$ cat src/rtl/vtb_traceback_pkg.sv
// Shared constants, FSM encoding and helpers for the Viterbi traceback engine.
package vtb_traceback_pkg;

    // Trellis state width (2^WD_STATE states).
    localparam int unsigned WD_STATE = 8;
    // Survivor-memory page index width (one page per code).
    localparam int unsigned WD_DEPTH = 6;
    // Traceback steps per decoded bit, 1..2^WD_DEPTH-1.
    localparam int unsigned TB_LEN   = 32;
    // Read address width: {page, state}.
    localparam int unsigned WD_ADDR  = WD_DEPTH + WD_STATE;

    // Step count of the final walk step; the step counter shares the page width.
    localparam logic [WD_DEPTH-1:0] TB_LAST = WD_DEPTH'(TB_LEN - 1);

    typedef enum logic [1:0] {
        TB_IDLE = 2'd0,
        TB_READ = 2'd1,
        TB_WAIT = 2'd2,
        TB_EMIT = 2'd3
    } tb_state_e;

    // Previous survivor page, wrapping 0 -> 2^WD_DEPTH-1.
    function automatic logic [WD_DEPTH-1:0] page_dec(input logic [WD_DEPTH-1:0] page);
        return page - WD_DEPTH'(1);
    endfunction

endpackage

$ cat src/rtl/vtb_traceback_if.sv
// Control, compare-stage, survivor-memory and status signals of the traceback engine.
interface vtb_traceback_if;
    import vtb_traceback_pkg::*;

    logic                TB_EN;
    logic [WD_DEPTH-1:0] ACSPage;
    logic [WD_STATE-1:0] BestState;
    logic                BestValid;
    logic                MemRd;
    logic [WD_ADDR-1:0]  MemAddr;
    logic                MemData;
    logic                DecodeBit;
    logic                DecodeValid;
    logic                Busy;
    logic                Overrun;

    // Traceback engine side.
    modport master (
        input  TB_EN, ACSPage, BestState, BestValid, MemData,
        output MemRd, MemAddr, DecodeBit, DecodeValid, Busy, Overrun
    );

    // Control unit / compare stage / survivor memory side.
    modport slave (
        output TB_EN, ACSPage, BestState, BestValid, MemData,
        input  MemRd, MemAddr, DecodeBit, DecodeValid, Busy, Overrun
    );

endinterface

$ cat src/rtl/vtb_traceback.sv
// Viterbi traceback engine: per best-state report, walks the survivor memory back
// TB_LEN pages and emits one decoded bit. All outputs are registered.
module vtb_traceback
    import vtb_traceback_pkg::*;
(
    input logic            CLOCK,
    input logic            Reset,
    vtb_traceback_if.master bus
);

    tb_state_e           fsm_q;
    logic [WD_DEPTH-1:0] page_q;
    logic [WD_STATE-1:0] state_q;
    logic [WD_DEPTH-1:0] step_q;

    logic                mem_rd_q;
    logic [WD_ADDR-1:0]  mem_addr_q;
    logic                decode_bit_q;
    logic                decode_valid_q;
    logic                busy_q;
    logic                overrun_q;

    logic [WD_STATE-1:0] state_nxt;
    logic [WD_DEPTH-1:0] page_nxt;
    logic [WD_DEPTH-1:0] acs_prev;

    // One walk step: shift the survivor bit into the state and move one page back.
    always_comb begin
        state_nxt = {state_q[WD_STATE-2:0], bus.MemData};
        page_nxt  = page_dec(page_q);
        acs_prev  = page_dec(bus.ACSPage);
    end

    // FSM with datapath; outputs are set one edge ahead so they are valid in the target state.
    always_ff @(posedge CLOCK) begin
        if (!Reset) begin
            fsm_q          <= TB_IDLE;
            page_q         <= '0;
            state_q        <= '0;
            step_q         <= '0;
            mem_rd_q       <= 1'b0;
            mem_addr_q     <= '0;
            decode_bit_q   <= 1'b0;
            decode_valid_q <= 1'b0;
            busy_q         <= 1'b0;
            overrun_q      <= 1'b0;
        end else begin
            mem_rd_q       <= 1'b0;
            decode_valid_q <= 1'b0;

            // A report arriving while busy is dropped; the running walk is untouched.
            if (bus.TB_EN && bus.BestValid && fsm_q != TB_IDLE) begin
                overrun_q <= 1'b1;
            end

            unique case (fsm_q)
                TB_IDLE: begin
                    if (bus.TB_EN && bus.BestValid) begin
                        page_q     <= acs_prev;
                        state_q    <= bus.BestState;
                        step_q     <= '0;
                        mem_rd_q   <= 1'b1;
                        mem_addr_q <= {acs_prev, bus.BestState};
                        busy_q     <= 1'b1;
                        fsm_q      <= TB_READ;
                    end
                end
                TB_READ: begin
                    fsm_q <= TB_WAIT;
                end
                TB_WAIT: begin
                    state_q <= state_nxt;
                    page_q  <= page_nxt;
                    step_q  <= step_q + WD_DEPTH'(1);
                    if (step_q == TB_LAST) begin
                        decode_bit_q   <= state_nxt[WD_STATE-1];
                        decode_valid_q <= 1'b1;
                        fsm_q          <= TB_EMIT;
                    end else begin
                        mem_rd_q   <= 1'b1;
                        mem_addr_q <= {page_nxt, state_nxt};
                        fsm_q      <= TB_READ;
                    end
                end
                TB_EMIT: begin
                    busy_q <= 1'b0;
                    fsm_q  <= TB_IDLE;
                end
                default: begin
                    fsm_q <= TB_IDLE;
                end
            endcase
        end
    end

    assign bus.MemRd       = mem_rd_q;
    assign bus.MemAddr     = mem_addr_q;
    assign bus.DecodeBit   = decode_bit_q;
    assign bus.DecodeValid = decode_valid_q;
    assign bus.Busy        = busy_q;
    assign bus.Overrun     = overrun_q;

endmodule
$ cat src/flat_wrapper.sv
// flat-port wrapper written by rule: the top's interface ports become plain ports
module vtb_traceback_flat import vtb_traceback_pkg::*;
  (CLOCK, Reset, bus_TB_EN, bus_ACSPage, bus_BestState, bus_BestValid, bus_MemData, bus_MemRd, bus_MemAddr, bus_DecodeBit, bus_DecodeValid, bus_Busy, bus_Overrun);
  vtb_traceback_if bus_i ();
  input logic CLOCK;
  input logic Reset;
  input wire logic [$bits(bus_i.TB_EN)-1:0] bus_TB_EN;
  input wire logic [$bits(bus_i.ACSPage)-1:0] bus_ACSPage;
  input wire logic [$bits(bus_i.BestState)-1:0] bus_BestState;
  input wire logic [$bits(bus_i.BestValid)-1:0] bus_BestValid;
  input wire logic [$bits(bus_i.MemData)-1:0] bus_MemData;
  output wire logic [$bits(bus_i.MemRd)-1:0] bus_MemRd;
  output wire logic [$bits(bus_i.MemAddr)-1:0] bus_MemAddr;
  output wire logic [$bits(bus_i.DecodeBit)-1:0] bus_DecodeBit;
  output wire logic [$bits(bus_i.DecodeValid)-1:0] bus_DecodeValid;
  output wire logic [$bits(bus_i.Busy)-1:0] bus_Busy;
  output wire logic [$bits(bus_i.Overrun)-1:0] bus_Overrun;
  assign bus_i.TB_EN = bus_TB_EN;
  assign bus_i.ACSPage = bus_ACSPage;
  assign bus_i.BestState = bus_BestState;
  assign bus_i.BestValid = bus_BestValid;
  assign bus_i.MemData = bus_MemData;
  assign bus_MemRd = bus_i.MemRd;
  assign bus_MemAddr = bus_i.MemAddr;
  assign bus_DecodeBit = bus_i.DecodeBit;
  assign bus_DecodeValid = bus_i.DecodeValid;
  assign bus_Busy = bus_i.Busy;
  assign bus_Overrun = bus_i.Overrun;
  vtb_traceback u_core (.CLOCK(CLOCK), .Reset(Reset), .bus(bus_i));
endmodule
$ cat config.mk
export PLATFORM = sky130hd
export DESIGN_NAME = vtb_traceback_flat
export DESIGN_NICKNAME = d
export VERILOG_FILES = /design/src/rtl/vtb_traceback_pkg.sv /design/src/rtl/vtb_traceback_if.sv /design/src/rtl/vtb_traceback.sv /design/src/flat_wrapper.sv
export SDC_FILE = /design/constraint.sdc
export NUM_CORES = 1
export LEC_CHECK = 0
export ABC_AREA = 0
export BUFFER_PORTS_ARGS = -buffer_cell sky130_fd_sc_hd__buf_2
export CAP_MARGIN = 5
export CORE_UTILIZATION = 50
export CTS_CLUSTER_DIAMETER = 100
export DETAILED_ROUTE_END_ITERATION = 6
export GPL_TIMING_DRIVEN = 0
export PLACE_DENSITY = 0.7
export SYNTH_ARGS = -nofsm -noshare
export SYNTH_HDL_FRONTEND = slang
export SYNTH_SLANG_ARGS = --single-unit
$ cat constraint.sdc
create_clock -name CLOCK -period 4.8 [get_ports CLOCK]
set_input_delay 1.2 -clock CLOCK [delete_from_list [all_inputs] [get_ports CLOCK]]
set_output_delay 1.2 -clock CLOCK [all_outputs]
set_load 0.05 [all_outputs]
==> results <==
- The flow ran to the end, and the final reports show no timing, DRC or antenna violations.
- The sum of net half-perimeters after detailed placement is 3050 um.
- The clock drives 40 sinks.
- The count of hold buffers inserted by post-cts repair is 0.
- The residual overflow from global routing is 0.
- The average instance area after synthesis is 10.2 um2.
- STA classifies the critical path endpoint as an output pin.
- The total of cells resized after clock tree synthesis is 0.
- The final-layout setup total negative slack is 0 ns.
- The maximum clock frequency is 0.458 GHz.
- The I/O pin count is 38.
- The worst slew margin relative to its limit is 65.1%.
- The number of antenna diodes in the final layout is 0.
- The required time at the endpoint of the critical path is 3.60 ns.
- When the netlist entered floorplanning its net count stood at 199.
- Once the floorplan was initialized, standard cells occupied 53.3% of the core.
- The proportion of register bits with asynchronous set or reset after synthesis is 0%.
- The critical path goes through buf_2.
- The final wirelength is 4150 um.
- The flip-flop and latch count after synthesis is 40.
- The initial antenna violation count was 0.
- The clock latency on the worst-skew pair is 0.35 ns.
- Dividing the detail-routed wire length by the instance count gives 15.5 um.
- The area added between synthesis and finish is 16.8%.
- Entering global routing, the biggest net connects 14 pins.
- In this run the critical register-to-register path is launched from u_core.step_q[0].
- In the synthesized netlist the dominant register cell turns out to be sky130_fd_sc_hd__dfxtp_1.
- The count of flip-flops with a built-in enable after synthesis is 0.
- The die is 62.1 um tall.
- The routability-driven placement congestion ratio is 0.777.
- The clock root buffer master is sky130_fd_sc_hd__clkbuf_4.
- The via count of the first global-routing pass came to 1460.
- The leading area contributor after synthesis is sky130_fd_sc_hd__dfxtp_1.
- The global-route total usage across every layer is 22.2%.
- The number of CTS-inserted buffers is 5.
- Counting the fill cells in the layout gives 292.
- Once placement finished, the instance area stood at 0.00204 mm2.
- The critical path's largest stage delay is 0.37 ns.
- The CTS tree is yes.
- After detailed routing, the wire length on met1 is 1850 um.
- The total buffers and inverters traversed by the critical path is 1.
- The origin of the worst min-delay path is u_core.bus.Overrun.
- The number of DRC markers after the initial detailed-route iteration is 111.
- After detailed routing, the met3 layer carries 230 um of wire.
- The type of origin of the critical path is a register.
- From left edge to right edge, the die measures 62.1 um.
- Across all setup checks in the final design, the least slack found is 2.62 ns.
- The detailed-route via count is 1519.
- The detailed-router iteration count before antenna repair is 7.
- On the final layout, the worst clock skew is 0.00880 ns.
- The maximum fanout count along the critical path is 2.
- The global-route wire length before repair is 6730 um.
- The source of the critical timing path is u_core.bus.Busy.
- The cell count after synthesis came out at 177.
- The count of warnings emitted by yosys is 0.
- Sorting the synthesized cells by area gives the leading types as sky130_fd_sc_hd__dfxtp_1 (44%), sky130_fd_sc_hd__o211a_1 (6.1%), sky130_fd_sc_hd__o22a_1 (3.4%), sky130_fd_sc_hd__o221a_1 (3.1%), sky130_fd_sc_hd__nand2_1 (2.7%).
- The number of design rule violations left after detail routing is 0.
- The time the worst path needs with I/O delays and setup is 2.18 ns.
- The worst hold slack across all endpoints is 0.494 ns.
- The analysis attributes to cell leakage a power of 0.967 nW.
- The path class of the tightest hold or removal check is register to register.
- The number of maximum-capacitance violations is 0.
- For this run, the post-layout net count is 242.
- The worst-case register-to-register setup slack is 2.99 ns.
- The final-report hold violation count is 0.
- Counting along the longest clock path gives a buffer depth of 2.
- At the pin with the least slew margin, the transition time is 0.523 ns.
- In this run the number of H-tree levels came out at 2.
- The clock edge transition at the registers on the reported setup and hold paths is 0.13 ns.
- The footprint of the multi-input gates is 912 um2.
- The area share of the leading cell type in the synthesized netlist is 44.3%.
- The highest routed metal layer is met4.
- The worst setup path is of the register to output pin kind.
- The length of routed met2 wiring is 2030 um.
- The area of all placed cells without fillers is 0.00211 mm2.
- Setup repair after global routing left no endpoint under its margin.
- The die area is 0.00386 mm2.
- The final standard cell utilization of the core is 62.3%.
- The share of synthesized area occupied by flip-flops and latches is 44.3%.
- After layout, the worst path uses 45.5% of the clock period.
- Post-CTS timing repair inserted 0 buffers for setup.
- The number of max-slew violations in the final report is 0.
- Grouping stages by cell kind, the critical path spends the most delay in flip-flops.
- In the layout the commonest cells are sky130_fd_sc_hd__dfxtp_1 (40), sky130_fd_sc_hd__buf_2 (38), sky130_fd_sc_hd__nand2_1 (13).
- The number of port buffers is 36.
- Across the VDD grid, the largest voltage drop is 192 uV.
- The count of nets left with antenna violations after detail routing is 0.
- Before CTS, the worst setup slack after placement is 2.25 ns.
- The floorplan step defined a core boundary enclosing 0.00339 mm2.
- In the final layout, flip-flops and latches occupy 801 um2.
- The most common cell after layout, fill and taps aside is sky130_fd_sc_hd__dfxtp_1.
- The slowest stage of the critical path is the sky130_fd_sc_hd__dfxtp_1 cell.
- For this design the ratio of total power to cell area is 329 mW/mm2.
- In the final layout, the share of cells above drive strength 1 is 29.0%.
- The row count is 21.
- The arrival time at the worst endpoint is 0.98 ns.
- The netlist area before placement is 0.00181 mm2.
- The final setup violation count is 0.
- The via density per instance is 5.69.
- The number of different library cells used by synthesis comes to 46.
stage by stage:
step | std cells | power [mW]
floorplan | 177 | 0.477
global placement | 259 | 0.510
detailed placement | 259 | 0.515
CTS | 267 | 0.697
global route | 267 | 0.724
finish | 267 | 0.695
cell usage after synthesis, drive strengths merged, types with 2 or more instances:
library cell,instances
o21a,3
xor2,2
nor3b,2
o221a,9
nor2b,6
o31ai,2
and2,3
a22oi,3
o22ai,2
a31oi,2
nor3,4
inv,6
dfxtp,40
o22a,7
or4,2
a21boi,3
nor2,7
ha,3
a21oi,4
mux2i,4
nand3,7
buf,5
clkbuf,7
o211a,11
xnor2,3
nand2,14
o21ai,5
per-layer routing:
metal / vias to the layer above / track usage [%]
met1: 714 / 27.5
met5: - / 0
met4: 0 / 9.01
met3: 5 / 3.86
met2: 52 / 38.2
li1: 748 / -
registers in the layout (all words and copies together) (netlist names):
| signal | flops |
|---|---|
| u_core.bus.Busy | 1 |
| u_core.bus.DecodeBit | 1 |
| u_core.bus.DecodeValid | 1 |
| u_core.bus.MemAddr | 14 |
| u_core.bus.MemRd | 1 |
| u_core.bus.Overrun | 1 |
| u_core.fsm_q | 2 |
| u_core.page_q | 6 |
| u_core.state_q | 7 |
| u_core.step_q | 6 |
layout make-up:
class | instances | share of cell area, %
inverter | 6 | 1.07
multi-input combinational | 119 | 43.2
buffer | 12 | 3.38
tap | 46 | 2.73
sequential | 40 | 37.9
timing repair buffer | 36 | 8.54
clock buffer | 6 | 2.43
clock inverter | 2 | 0.711
report_power, final:
part | total (mW) | internal [mW] | switching (mW)
Sequential | 0.368 | 0.353 | 0.0144
Clock | 0.187 | 0.0711 | 0.116
Combinational | 0.140 | 0.0509 | 0.0896
path summary, 6_finish.rpt:
path | depth (start not counted) | end
setup / recovery | 1 | bus_Busy
hold / removal | 1 | u_core.bus.Overrun
setup reg to reg | 6 | u_core.bus.MemAddr[7]
hold reg to reg | 1 | u_core.bus.Overrun
logic make-up (layout without fill, tap and decap cells):
kind of cell / Yosys count / count (layout) / synth area share, %
AOI/OAI and AO/OA: 55 / 55 / 26.5
xor gates and xnor gates: 5 / 5 / 2.42
adders and majority gates: 3 / 3 / 2.08
buffers and inverters: 18 / 62 / 5.19
DFF: 40 / 40 / 44.3
muxes: 4 / 4 / 2.22
and+or+nand+nor: 52 / 52 / 17.2
Note: power is estimated with default switching activity, not from simulation.
